File: src/rtl/sclkfifolut_reader_pkg.sv
// Shared constants for the sclkfifolut reader family: FIFO read latency and skid depth.
// Also provides the occupancy helper used by the read-issue rule.
package sclkfifolut_reader_pkg;

  localparam int unsigned SCLKFIFOLUT_RD_LATENCY = 1;
  localparam int unsigned SKID_DEPTH             = 2;
  localparam int unsigned SB_CNT_W               = $clog2(SKID_DEPTH + 1);

  typedef logic [SB_CNT_W-1:0] sb_cnt_t;
  typedef logic [SB_CNT_W:0]   occ_t;

  localparam sb_cnt_t SB_FULL       = sb_cnt_t'(SKID_DEPTH);
  // A read may issue only if its word still has a slot when it lands.
  localparam occ_t    OCC_ISSUE_MAX = occ_t'(SKID_DEPTH - SCLKFIFOLUT_RD_LATENCY);

  function automatic occ_t occ_after(input sb_cnt_t cnt, input logic inflight, input logic pop);
    return {1'b0, cnt} + {{SB_CNT_W{1'b0}}, inflight} - {{SB_CNT_W{1'b0}}, pop};
  endfunction

endpackage

File: src/rtl/sclkfifolut_skid2.sv
// Two-entry in-order register buffer with push/pop, occupancy count and registered head.
module sclkfifolut_skid2
  import sclkfifolut_reader_pkg::*;
#(
  parameter int unsigned WIDTH = 32
) (
  input  logic             clk,
  input  logic             arst_n,
  input  logic             push,
  input  logic [WIDTH-1:0] push_data,
  input  logic             pop,
  output sb_cnt_t          cnt,
  output logic             valid,
  output logic [WIDTH-1:0] head
);

  logic [WIDTH-1:0] ent0_q, ent0_d;
  logic [WIDTH-1:0] ent1_q, ent1_d;
  sb_cnt_t          cnt_q, cnt_d;

  always_comb begin
    ent0_d = ent0_q;
    ent1_d = ent1_q;
    cnt_d  = cnt_q;
    case ({push, pop})
      2'b10: begin
        if (cnt_q == '0) ent0_d = push_data;
        else             ent1_d = push_data;
        cnt_d = cnt_q + 1'b1;
      end
      2'b01: begin
        ent0_d = ent1_q;
        cnt_d  = cnt_q - 1'b1;
      end
      2'b11: begin
        // Count holds; the new word goes behind whatever remains.
        if (cnt_q == SB_FULL) begin
          ent0_d = ent1_q;
          ent1_d = push_data;
        end else begin
          ent0_d = push_data;
        end
      end
      default: ;
    endcase
  end

  always_ff @(posedge clk or negedge arst_n) begin
    if (!arst_n) begin
      ent0_q <= '0;
      ent1_q <= '0;
      cnt_q  <= '0;
    end else begin
      ent0_q <= ent0_d;
      ent1_q <= ent1_d;
      cnt_q  <= cnt_d;
    end
  end

  assign cnt   = cnt_q;
  assign valid = (cnt_q != '0);
  assign head  = ent0_q;

  overflow_a: assert property (@(posedge clk) disable iff (!arst_n)
    !(push && !pop && cnt_q == SB_FULL));

endmodule

File: src/rtl/sclkfifolut_reader.sv
// Drains an sclkfifolut into a valid/ready stream, hiding the FIFO read latency in a skid buffer.
// Optional delivered-word counter enabled by SCLKFIFOLUT_READER_WORDCNT_EN.
module sclkfifolut_reader
  import sclkfifolut_reader_pkg::*;
#(
  parameter int unsigned FIFO_WIDTH = 32,
  parameter int unsigned CNT_WIDTH  = 16
) (
  input  logic                  clk,
  input  logic                  arst_n,
  input  logic                  drain_en,
  output logic                  fifo_ren,
  input  logic [FIFO_WIDTH-1:0] fifo_rdata,
  input  logic                  fifo_rempty,
  output logic                  out_valid,
  input  logic                  out_ready,
  output logic [FIFO_WIDTH-1:0] out_data
`ifdef SCLKFIFOLUT_READER_WORDCNT_EN
  ,
  output logic [CNT_WIDTH-1:0]  word_cnt
`endif
);

  logic    inflight_q, inflight_d;
  logic    pop;
  sb_cnt_t sb_cnt;

  assign pop = out_valid & out_ready;

  always_comb begin
    fifo_ren   = drain_en & ~fifo_rempty &
                 (occ_after(sb_cnt, inflight_q, pop) <= OCC_ISSUE_MAX);
    inflight_d = fifo_ren;
  end

  always_ff @(posedge clk or negedge arst_n) begin
    if (!arst_n) inflight_q <= 1'b0;
    else         inflight_q <= inflight_d;
  end

  sclkfifolut_skid2 #(
    .WIDTH (FIFO_WIDTH)
  ) u_skid (
    .clk       (clk),
    .arst_n    (arst_n),
    .push      (inflight_q),
    .push_data (fifo_rdata),
    .pop       (pop),
    .cnt       (sb_cnt),
    .valid     (out_valid),
    .head      (out_data)
  );

`ifdef SCLKFIFOLUT_READER_WORDCNT_EN
  logic [CNT_WIDTH-1:0] word_cnt_q, word_cnt_d;

  always_comb begin
    word_cnt_d = pop ? word_cnt_q + 1'b1 : word_cnt_q;
  end

  always_ff @(posedge clk or negedge arst_n) begin
    if (!arst_n) word_cnt_q <= '0;
    else         word_cnt_q <= word_cnt_d;
  end

  assign word_cnt = word_cnt_q;
`endif

endmodule

File: config.mk
export PLATFORM = sky130hd
export DESIGN_NAME = sclkfifolut_reader
export DESIGN_NICKNAME = d
export VERILOG_FILES = /design/src/rtl/sclkfifolut_reader_pkg.sv /design/src/rtl/sclkfifolut_skid2.sv /design/src/rtl/sclkfifolut_reader.sv
export SDC_FILE = /design/constraint.sdc
export NUM_CORES = 1
export LEC_CHECK = 0
export ABC_AREA = 0
export BUFFER_PORTS_ARGS = -buffer_cell sky130_fd_sc_hd__buf_2
export CAP_MARGIN = 10
export CORE_AREA = 8 8 104 82
export DETAILED_ROUTE_END_ITERATION = 16
export DIE_AREA = 0 0 112 90
export PLACE_DENSITY = 0.81
export SLEW_MARGIN = 15
export SYNTH_ARGS = -nofsm -noshare
export SYNTH_HDL_FRONTEND = slang
export SYNTH_SLANG_ARGS = --single-unit
File: constraint.sdc
create_clock -name clk -period 2.1 [get_ports clk]
set_input_delay 0.42 -clock clk [delete_from_list [all_inputs] [get_ports clk]]
set_output_delay 0.42 -clock clk [all_outputs]
set_load 0.05 [all_outputs]
; ---- Word-level counts from Yosys, hierarchy flattened
; Index checks and enable logic that the tools add are counted.
; W data, S select, Z words.
[op_classes]
add_sub_neg = 4
n_lt_le_gt_ge = 1
eq_ne = 7
mux = 7
n_bitwise = 4
n_reduce_logical = 7
[op_table]
columns = op, n
row1 = $mux W32, 4
row2 = $pmux W32 S3, 1
row3 = $pmux W32 S2, 1
row4 = $eq A2 B2 Y1 const B, 3
row5 = $reduce_bool A2 Y1, 3
row6 = $ne A2 B1 Y1 const B, 2
row7 = $pmux W2 S2, 1
row8 = $add A2 B1 Y3, 1
row9 = $and A1 B1 Y1, 3
row10 = $le A3 B1 Y1 const B, 1
row11 = $reduce_and A3 Y1, 1
row12 = $reduce_bool A3 Y1, 1
row13 = $sub A3 B1 Y3, 1
row14 = $add A2 B1 Y2 const B, 1
row15 = $eq A2 B1 Y1 const B, 1
row16 = $logic_not A2 Y1, 1
row17 = $ne A2 B2 Y1 const B, 1
row18 = $reduce_and A2 Y1, 1
row19 = $sub A2 B1 Y2 const B, 1
row20 = $not A1 Y1, 1
[word_totals]
regBits = 67
input_bits = 37
out_inout_bits = 34
elab_cells = 34

; ---- Depth between registers and ports, before layout
[depth]
word_depth = 5
ltp_mapped = 8
mapped_depth_nobuf = 7

; ---- By module
; A second synthesis with hierarchy kept.
[hier_totals]
cells_unflattened = 249
area_unflattened_um2 = 3268.1
[by_module_without_submodules]
columns = mod, instances, cells_each, area_per_inst_um2, seq_area_each_um2
row1 = sclkfifolut_skid2, 1, 238, 3158.0, 1651.6
row2 = sclkfifolut_reader, 1, 11, 110.1, 25.0

; ---- Worst setup path before layout
; No wires, ideal clock.
[synth_timing]
path_type = register -> output
startpoint = register u_skid.cnt_q[0] (netlist: u_skid.cnt[0])
endpoint = output fifo_ren
t_arrival_ps = 2726
required_time_ps = 1680
setup_slack_ps = -1046
stages_incl_launch_ff = 9
path_buffers = 1
path_cell_list = dfrtp_1 buf_4 and3b_1 a21o_1 ha_1 inv_1 fa_1 xor2_1 nor3_1
[synth_between]
elab_chain_cells = 5
word_cells_on_any_way = 6
cone_classes = 2 x add/sub / 1 x order compare / 2 x bitwise / 1 x reduce/logical
[synth_lines]
columns = element, line_no
row1 = start: declaration, sclkfifolut_skid2.sv:19  ; sb_cnt_t cnt_q, cnt_d;
row2 = start signal: assignment, sclkfifolut_skid2.sv:56  ; cnt_q <= cnt_d;
row3 = branches (longest 2 deep; another with $add A2 B1 Y3), --
row4 = $sub A3 B1 Y3 *, sclkfifolut_reader_pkg.sv:17  ; return {1'b0, cnt} + {{SB_CNT_W{1'b0}}, inflight} - {{SB_CNT_W{1'b0}}, pop};
row5 = $le A3 B1 Y1 *, sclkfifolut_reader.sv:32  ; (occ_after(sb_cnt, inflight_q, pop) <= OCC_ISSUE_MAX);
row6 = $and A1 B1 Y1 *, sclkfifolut_reader.sv:31  ; fifo_ren = drain_en & ~fifo_rempty &
row7 = end: declaration, sclkfifolut_reader.sv:12  ; output logic fifo_ren,
; Every way passes the cells marked *.

; ---- Worst setup path in the final report
; Ends and elaborated chain as after synthesis.

==> run summary <==
Max Slew Vio Count: 0
Final Hold Viols: 0
post-DP HPWL: 5.053 mm
routed len/inst: 17.45 um
Layout area overhead: 23.97%
global route overflow: 0
RSZ-0062 raised after global routing: true
clock tree sinks: 67
first-pass GRT wire length: 13.04 mm
Pre-antenna DRT Iters: 4
delay-heaviest family, CP: adder cells
pin count of the biggest net entering global routing: 68
Area after DPL: 0.003776 mm^2
final setup vio count: 1
initial antenna violation count: 1
Post-Syn Instances: 280
Req. time, crit path: 1680 ps
hold slack: 88.30 ps
Avg Cell Area, Syn: 11.63 um^2
clock period minus worst slack: 2596 ps
I/O pin count: 71
Critical path buffers and inverters: 2
Setup crit start kind: flip-flop
post-route cell area: 0.004038 mm^2
WL met3: 360 um
vias in the first global route: 2,676
area of the core: 0.007027 mm^2
highest routed layer: met5
Setup crit start: u_skid.cnt[0]$_DFFE_PN0P_
r2r endpoint: inflight_q$_DFF_PN0_
relative slew slack: 71.31%
flops & latches, synth: 67
Yosys top cell by area: dfrtp_1
Hold WC Path Type: in -> async
IO buf count: 70
Die H: 90 um
Fill cells: 600
crit path max fanout: 2
Worst setup EP type: output port
post-route antenna net violation count: 0
yosys warns: 0
Routed WL: 7.730 mm
Levels on crit path: 8
Clock Latency Late Sink: 340 ps
deepest clock path buffer count: 2
max-cap violation count: 0
max frequency: 385.3 MHz
crit path to: fifo_ren
Pleak: 1.689 nW
total number of vias: 2,470
Total Routing Usage GR: 15.94%
post-cts hold buffer count: 0
Power Density: 1772 mW/mm^2
share of cells above drive strength 1: 40.17%
FF-to-FF path depth: 7
vias per inst: 5.576
CTS clock-pin slew for the worst setup and hold paths: 70 ps
Net Count, Synth: 319
Crit Path Category: reg -> out
Tcrit/Tclk final: 123.6%
main flop type after synthesis: dfrtp_1
die area: 0.01008 mm^2
launching point of the worst reg2reg path: u_skid.cnt[0]$_DFFE_PN0P_
DIE WIDTH: 112 um
Peak supply drop: 768.5 uV
GPL Wtd Cong: 0.7484
Commonest cells post-synth: dfrtp_1, nor3_1, mux2_1, nand3_1, o21ai_0
crit path DAT: 2180 ps
outcome: complete, but fails checks
Rows: 27
met2 wire len: 3.793 mm
slowest CP cell: fa_2
initial cell density of the core: 46.35%
final core occ: 57.46%
post-synthesis cell type count: 33
CTS root buffer: clkbuf_8
crit-path cells: and3b_1 -> a21o_1 -> ha_1 -> inv_1 -> fa_2 -> nand2_2 -> nor3_4 -> buf_6
top-count cell post-synth: dfrtp_1
Area contributors post-synth: dfrtp_1, a31oi_2, mux2_1
setup_tns: -495.6 ps
H-tree Lvls: 3
initial DRC count: 124
Yosys top cell area share: 51.48%
residual DRC count: 0
Post-synth EDFFs: 0
Setup WS pre-CTS: -319.1 ps
ant diodes: 0
setup slack after layout: -495.6 ps
failing checks: setup timing
NumNets Final: 390
CTS tree: yes
FF-to-FF setup slack: 370 ps
metal1 wirelength: 3.484 mm
sequential area share after synthesis: 51.48%
Setup Skew: 8.037 ps
Worst-Margin Slew: 430.4 ps
Max stage delay on crit path: 530 ps
asr flop ratio synth: 100.0%
total CTS buffers: 9
Cell Area, Synth: 0.003257 mm^2
[registers in the layout (all words and copies together) (netlist names)]
signal and count:
u_skid.ent1_q 32, u_skid.head 32, u_skid.cnt 2, inflight_q 1
[through the flow]
stage | total power [W] | std cells
2_1_floorplan | 0.005019 | 280
4_1_cts | 0.007220 | 443
3_5_place_dp | 0.005897 | 426
3_3_place_gp | 0.005764 | 426
5_1_grt | 0.007551 | 443
6_report | 0.007155 | 443
[worst reg2reg max path, delay by kind of cell (launching register included)]
kind / cells / cell delay (ps)
adders and majority gates: 2 / 680
AOI/OAI and AO/OA: 1 / 110
and+or+nand+nor: 3 / 430
buffers and inverters: 1 / 50
DFF: 1 / 380
[final cells by class]
class | instances | area (um^2) | share of cell area [%]
clock buffers | 11 | 141.4 | 3.502
inverters | 3 | 11.26 | 0.2789
flip-flops and latches | 67 | 1677 | 41.52
well taps | 87 | 108.9 | 2.696
repair buffers | 88 | 548.0 | 13.57
clock inverters | 5 | 100.1 | 2.479
multi-input cells | 182 | 1451 | 35.95
[power breakdown]
part	leakage [nW]	switching, W	internal [W]
Clock	0.123	0.000484	0.000818
Combinational	0.787	0.00246	0.00114
Sequential	0.779	0.000324	0.00194
[cell families (layout without fill, tap and decap cells)]
kind of cell | Yosys count | after routing | share of synthesized area, %
adder cells (fa/ha/maj) | 2 | 2 | 0.9988
buffers and inverters | 31 | 107 | 4.994
flip-flops | 67 | 67 | 51.48
AO/OA/AOI/OAI | 70 | 70 | 18.29
AND/OR/NAND/NOR | 75 | 75 | 12.33
XOR/XNOR | 2 | 2 | 0.5379
multiplexers | 33 | 33 | 11.37
[per-layer routing]
metal  vias to the layer above  global-route usage (%)
li1                       1181                       -
met1                      1218                   18.22
met2                        60                   27.28
met3                         9                   5.544
met4                         2                   5.375
met5                         -                       0
[worst min-delay path by stage]
stage	to	depth (start not counted)	startpoint	slack [ps]
after CTS	u_skid.head[8]$_DFFE_PN0P_	2	arst_n	90
after global placement	u_skid.head[12]$_DFFE_PN0P_	2	arst_n	470
after global routing	u_skid.head[12]$_DFFE_PN0P_	2	arst_n	110
final	u_skid.head[12]$_DFFE_PN0P_	2	arst_n	90
after detailed placement	u_skid.head[9]$_DFFE_PN0P_	2	arst_n	470
after floorplan	inflight_q$_DFF_PN0_	0	arst_n	120
[layout by cell type (no fill, tap or decap), drive strengths merged, types with 3 or more instances in the layout]
cell type	n
a31oi	31
a21oi	3
nor3	33
bufinv	3
o21ai	31
inv	3
mux2	32
dfrtp	67
nand3	32
buf	88
clkbuf	11
[repair_timing]
item	in CTS	in global routing
setup buffers	1	0
setup endpoints to repair	2	2
resized for setup	3	1
Power figures use the tool's default switching activity.
